### config.mk
export PLATFORM = sky130hd
export DESIGN_NAME = fire_control_unit
export DESIGN_NICKNAME = d
export VERILOG_FILES = /design/src/rtl/fire_control_unit.sv
export SDC_FILE = /design/constraint.sdc
export NUM_CORES = 1
export LEC_CHECK = 0
export ABC_AREA = 0
export BUFFER_PORTS_ARGS = -buffer_cell sky130_fd_sc_hd__buf_2
export CAP_MARGIN = 20
export CORE_MARGIN = 4
export CORE_UTILIZATION = 54
export DETAILED_ROUTE_END_ITERATION = 16
export PLACE_DENSITY = 0.94
export SLEW_MARGIN = 40
export SYNTH_ARGS = -nofsm -noshare
export SYNTH_HDL_FRONTEND = slang
export SYNTH_SLANG_ARGS = --single-unit
### constraint.sdc
create_clock -name clk -period 4.3 [get_ports clk]
set_input_delay 1.29 -clock clk [delete_from_list [all_inputs] [get_ports clk]]
set_output_delay 1.29 -clock clk [all_outputs]
set_load 0.02 [all_outputs]
### src/rtl/fire_control_unit.sv
// fire_control_unit: lock/fire/cooldown sequencer with missile inventory and range gate
module fire_control_unit #(
    parameter int INIT_MISSILES   = 4,
    parameter int MAX_RANGE       = 12000,
    parameter int COOLDOWN_CYCLES = 8
) (
    input  logic        clk,
    input  logic        rst,
    input  logic        target_locked,
    input  logic [13:0] distance_to_target,
    input  logic        fire_command,
    output logic        launch_missile,
    output logic [3:0]  remaining_missiles,
    output logic [13:0] engaged_distance,
    output logic [1:0]  FCU_state
);
    localparam logic [1:0] IDLE        = 2'b00;
    localparam logic [1:0] LOCKED      = 2'b01;
    localparam logic [1:0] FIRE        = 2'b10;
    localparam logic [1:0] OUT_OF_AMMO = 2'b11;
    localparam int CW = $clog2(COOLDOWN_CYCLES);
    localparam logic [13:0]   MAX_DIST = 14'(MAX_RANGE);
    localparam logic [CW-1:0] LAST     = CW'(COOLDOWN_CYCLES - 1);
    localparam logic [3:0]    INIT     = 4'(INIT_MISSILES);

    logic [1:0]    state;
    logic [CW-1:0] cnt;
    logic          fire_q, in_range, engageable, fire_edge;

    assign FCU_state = state;

    // Engagement gate and rising-edge detect on the operator request
    always_comb begin
        in_range   = (distance_to_target != 14'd0) && (distance_to_target <= MAX_DIST);
        engageable = target_locked && in_range;
        fire_edge  = fire_command && !fire_q;
    end

    // Engagement FSM; losing the lock in LOCKED wins over a simultaneous fire edge
    always_ff @(posedge clk or posedge rst) begin
        if (rst) begin
            state              <= IDLE;
            cnt                <= '0;
            fire_q             <= 1'b0;
            launch_missile     <= 1'b0;
            remaining_missiles <= INIT;
            engaged_distance   <= '0;
        end else begin
            fire_q         <= fire_command;
            launch_missile <= 1'b0;
            case (state)
                IDLE: if (engageable) begin
                    state            <= LOCKED;
                    engaged_distance <= distance_to_target;
                end
                LOCKED: if (!engageable) begin
                    state <= IDLE;
                end else begin
                    engaged_distance <= distance_to_target;
                    if (fire_edge && remaining_missiles != 4'd0) begin
                        state              <= FIRE;
                        launch_missile     <= 1'b1;
                        remaining_missiles <= remaining_missiles - 4'd1;
                        cnt                <= '0;
                    end
                end
                FIRE: if (cnt == LAST) begin
                    cnt   <= '0;
                    state <= remaining_missiles == 4'd0 ? OUT_OF_AMMO : engageable ? LOCKED : IDLE;
                    if (remaining_missiles != 4'd0 && engageable) engaged_distance <= distance_to_target;
                end else begin
                    cnt <= cnt + CW'(1);
                end
                default: ;
            endcase
        end
    end
endmodule

# Yosys cells after proc, flatten, opt, wreduce, memory -nomap -nowiden
# Cells that the tools add are included.
[word_totals] inputBits=18 out_inout_bits=21 ff_bits=25 wordCells=55
[classes] n_mux=18 reduce_logical=18 magnitude_cmp=1 n_eq_ne=10 addsub=2
[op_table] cell="$mux 14" n=3
[op_table] cell="$pmux 14 s2" n=1
[op_table] cell="$le 14x14->1 const B" n=1
[op_table] cell="$reduce_bool 14->1" n=1
[op_table] cell="$mux 2" n=5
[op_table] cell="$ne 2x2->1 const B" n=5
[op_table] cell="$mux 3" n=3
[op_table] cell="$reduce_and 4->1" n=2
[op_table] cell="$pmux 2 s3" n=1
[op_table] cell="$pmux 3 s2" n=1
[op_table] cell="$reduce_and 3->1" n=2
[op_table] cell="$logic_and 1x1->1" n=5
[op_table] cell="$logic_not 4->1" n=1
[op_table] cell="$mux 1" n=4
[op_table] cell="$reduce_bool 2->1" n=2
[op_table] cell="$reduce_bool 4->1" n=1
[op_table] cell="$sub 4x1->4 const B" n=1
[op_table] cell="$add 3x1->3 const B" n=1
[op_table] cell="$eq 3x3->1 const B" n=1
[op_table] cell="$ne 3x3->1 const B" n=1
[op_table] cell="$reduce_bool 3->1" n=1
[op_table] cell="$eq 2x1->1 const B" n=1
[op_table] cell="$eq 2x2->1 const B" n=1
[op_table] cell="$logic_not 2->1" n=1
[op_table] cell="other kinds (3)" n=3

# Longest topological paths before layout
[depth] depth_word=7 mapped_depth=8 mapped_depth_nobuf=8

# Worst setup path after synthesis
# No wires, ideal clock.
[synth_path] path_kind="input to register" startpoint="input distance_to_target[11]" endpoint="register state[0], in the netlist FCU_state[0]" slack_ps=1445 arrival_time_ps=2730 n_path_buf=0 setup_ps=125 stages=6 path_cell_list="nor4_1 > nand4_1 > a211o_2 > nand2_4 > mux2i_1 > mux2_2"
[synth_via] elab_chain_cells=7 word_cells_on_any_way=12
[synth_lines] element="from (decl)" line_no="10" rtl="input logic [13:0] distance_to_target,"
[synth_lines] element="$le 14x14->1 or $reduce_bool 14->1 (tied branches)" line_no="34" rtl="in_range = (distance_to_target != 14'd0) && (distance_to_target <= MAX_DIST);"
[synth_lines] element="$logic_and 1x1->1 (*)" line_no="34"
[synth_lines] element="$logic_and 1x1->1 (*)" line_no="35" rtl="engageable = target_locked && in_range;"
[synth_lines] element="$mux 1" line_no="69" rtl="state <= remaining_missiles == 4'd0 ? OUT_OF_AMMO : engageable ? LOCKED : IDLE;"
[synth_lines] element="$mux 2" line_no="69"
[synth_lines] element="$mux 2" line_no="67" rtl="FIRE: if (cnt == LAST) begin"
[synth_lines] element="$pmux 2 s3" line_no="51" rtl="case (state)"
[synth_lines] element="to (signal assigned)" line_no="69"
[synth_lines] element="to (decl)" line_no="26" rtl="logic [1:0] state;"
# Mark *: on every way between the ends. The rest lies on a longest branch, timed or not. The select of a mux whose other input is x is not followed.
# A chain may end at the register's enable or synchronous reset.

# Worst setup path in the final report
[layout_path] startpoint="input distance_to_target[1]" endpoint="register engaged_distance[1]"
[layout_via] elab_chain_cells=6 word_cells_on_any_way=12
[layout_lines] element="$le 14x14->1 or $reduce_bool 14->1 (tied branches)" line_no="34"
[layout_lines] element="$logic_and 1x1->1" line_no="34"
[layout_lines] element="$logic_and 1x1->1" line_no="35"
[layout_lines] element="$logic_and 1x1->1" line_no="70" rtl="if (remaining_missiles != 4'd0 && engageable) engaged_distance <= distance_to_target;"
[layout_lines] element="$ne 2x2->1 (no source line)"
[layout_lines] element="$reduce_and 4->1 (no source line)"
[layout_lines] element="to (signal assigned)" line_no="54" rtl="engaged_distance <= distance_to_target;"
[layout_lines] element="to (signal assigned)" line_no="59" rtl="engaged_distance <= distance_to_target;"
[layout_lines] element="to (signal assigned)" line_no="70"
[layout_lines] element="to (decl)" line_no="14" rtl="output logic [13:0] engaged_distance,"
# Several ways; a longest one is shown, not always the timed one. The select of a mux whose other input is x is not followed.

==> qor.yml <==
run_status:
  status: "complete, no violations"
sta:
  slew-limit-headroom_pct: 59.20
  setup_tns_ns: 0
  period_needed_ns: 3.012
  finalCritPeriodShare_pct: 70.05
  finalClockSkew_ns: 0.003093
  hold_viol_final: 0
  clock.fmax_mhz: 332.0
  finalSetupViolCount: 0
  drv_slew: 0
  tightestPinTransition_ns: 0.6120
  rsz0062_at_grt: "false"
  whs_ns: 0.5162
cts:
  cts_setup_buffers: 0
  clk_latency_ns: 0.32
  hold_buffers: 0
  cts_resized: 0
  cts-buffers-inserted: 3
  cts_tree: "yes"
  path_clk_slew_ns: 0.13
  clk_path_buf_depth: 2
  cts.sinks: 25
  cts-root-buf: "clkbuf_4"
  htreeDepth: 1
floorplan:
  rows: 17
  initial_utilization_pct: 57.53
  die_y_um: 56.78
  ios: 39
  coreArea_um2: 2233
  die_w_um: 56.78
  dieArea_um2: 3224
drt:
  drtAntennaViolNets: 0
  vias: 967
  viasPerCell: 5.590
  drt_iter0_markers: 22
  wirelength_um: 2753
  wl_per_cell_um: 15.91
  drt_pass1_iterations: 4
  drc: 0
logic_synthesis:
  synthCells: 104
  synth_ff_type: "dfrtp_1"
  ys_warn_count: 0
  synth.avg_cell_area_um2: 12.36
  yosysUniqueCellTypes: 32
  yosysTopAreaCellShare_pct: 46.74
  synth_area_leader_cell: "dfrtp_1"
  synth_edf_count: 0
  synthTopCellsByArea: "dfrtp_1 (47%), mux2_4 (12%), ha_1 (5.8%), mux2_2 (4.4%), a32o_1 (3.1%)"
  synthTopCellsByCount: "dfrtp_1 (24), inv_1 (10), mux2_4 (10)"
  ys_seq_area_share_pct: 48.78
  synth_seq_cells: 25
  syn_area_um2: 1285
  synth_fp_nets: 128
  synth-async-reset-ratio_pct: 100.0
  yosysMostFrequentCell: "dfrtp_1"
layout:
  postLayoutCoreUtil_pct: 68.24
  fin_nets: 170
  final.fill_count: 180
  seqCellArea_um2: 626.9
  drive_gt1_share_pct: 43.45
  multi_input_area_um2: 596.8
  final_area_um2: 1524
  area_delta_synth_final_pct: 18.60
  antennaDiodeCount: 0
worst_setup_path:
  cp_slowest_stage_delay_ns: 0.56
  cp-end-kind: "flip-flop"
  r2r_start: "FCU_state[0]$_DFFE_PP0P_"
  worst-setup-path-type: "in -> reg"
  critPathMaxFanout: 9
  cp.required_ns: 4.52
  path_cells: "buf_2 > nor3_1 > a211o_1 > a211o_2 > nand2_4 > a221oi_4 > buf_6 > mux2_4"
  cp-startpoint: "distance_to_target[1]"
  reg2reg_depth: 6
  critPathLaunchType: "primary input"
  slowest_stage: "a221oi_4"
  r2r_slack_ns: 1.91
  cp_data_arrival_time_ns: 3.23
power:
  clock_power_share_pct: 9.4
  swShare_pct: 41.88
  p_leak_nw: 0.7832
  power.internal_uw: 634.9
  peakVddDrop_uv: 478.5
  seq_power_share_pct: 37.6
  p_per_area_nw_per_um2: 716.8
  comb_power_share_pct: 52.9
  p_switching_uw: 457.5
grt:
  grt.busiest_layer: "met2"
  grtUsageTotal_pct: 17.96
  grt_pass1_wl_um: 4567
  grt_use_met1_pct: 21.19
  met2_usage_pct: 31.85
  grt.overflow.total: 0
  first_global_vias: 984
  antenna_found_initial: 0
  grt_max_degree: 26
  gr-usage-met3_pct: 4.138
run:
  maxCapViolCount: 0
worst_hold_path:
  holdCritPathClass: "reg -> reg"
  hold_start: "cnt[1]$_DFFE_PP0P_"
  hold_path_depth: 1
place:
  port_buffers: 38
  hpwl_um: 2110
  gp_congestion: 0.8726
  dpl-instance-area_um2: 1486
==> routing by layer <==
metal | vias up | wire length [µm] | part of all wire (%)
met5 | - | 0 | 0
met4 | 0 | 34 | 1.2
met3 | 3 | 258 | 9.4
met2 | 41 | 1378 | 50
met1 | 469 | 1081 | 39
li1 | 454 | - | -
==> worst max-delay path, delay by kind of cell <==
family	cells	cell delay [ns]
AOI/OAI and AO/OA	3	0.92
and+or+nand+nor	2	0.37
buffers and inverters	2	0.34
muxes	1	0.31
==> cells by family (layout without fill, tap and decap cells) <==
kind of cell | count (synthesis) | count (layout) | synth area share [%]
compound gates | 15 | 15 | 10.71
xor+xnor | 2 | 2 | 1.363
fa+ha+maj | 6 | 6 | 5.842
buf+inv | 12 | 53 | 4.771
flops | 25 | 25 | 48.78
mux | 17 | 17 | 17.62
simple gates | 27 | 27 | 10.91
==> power groups by stage <==
stage               Clock (mW)  Sequential [mW]  Combinational (mW)
global placement             0            0.408               0.547
finish                   0.103            0.411               0.578
detailed placement           0            0.416               0.569
floorplan                    0            0.518               0.314
global route             0.121            0.425               0.623
CTS                      0.107            0.411               0.575
==> layout by cell type, fill, tap and decap left out, types with 2 or more instances in the layout <==
master,instances
dfrtp_1,24
mux2_4,10
nor2_1,5
o21ai_0,2
nand4_1,2
mux2_2,5
ha_1,6
nor3_1,3
a21oi_1,2
inv_1,9
nand2_1,7
clkbuf_4,3
a32o_1,4
nor4_1,2
nand3_1,3
buf_2,38
mux2i_1,2
==> area by class of cell <==
class	instances	area share, %
flip-flops and latches	25	41.13
multi-input cells	67	39.16
repair buffers	39	13.22
inverters	10	2.463
well taps	28	2.299
clock buffers	4	1.724
==> state kept, by name, summed over array words and instances (netlist names) <==
register / count
cnt: 3
launch_missile: 1
fire_q: 1
remaining_missiles: 4
engaged_distance: 14
FCU_state: 2
==> worst paths after layout <==
kind	end
min reg2reg	cnt[1]$_DFFE_PP0P_
max reg2reg	engaged_distance[1]$_DFFE_PP0P_
max	engaged_distance[1]$_DFFE_PP0P_
max in group asynchronous	remaining_missiles[2]$_DFFE_PP1P_
min	cnt[1]$_DFFE_PP0P_
min in group asynchronous	remaining_missiles[1]$_DFFE_PP0P_
==> through the flow <==
step	power (mW)	std cells	setup WS [ns]
finish	1.092	173	1.288
global placement	0.9553	168	0.9599
floorplan	0.8315	104	1.445
detailed placement	0.9848	168	0.8134
CTS	1.093	172	1.173
global route	1.169	173	1.168
(Power assumes the default switching activity.)
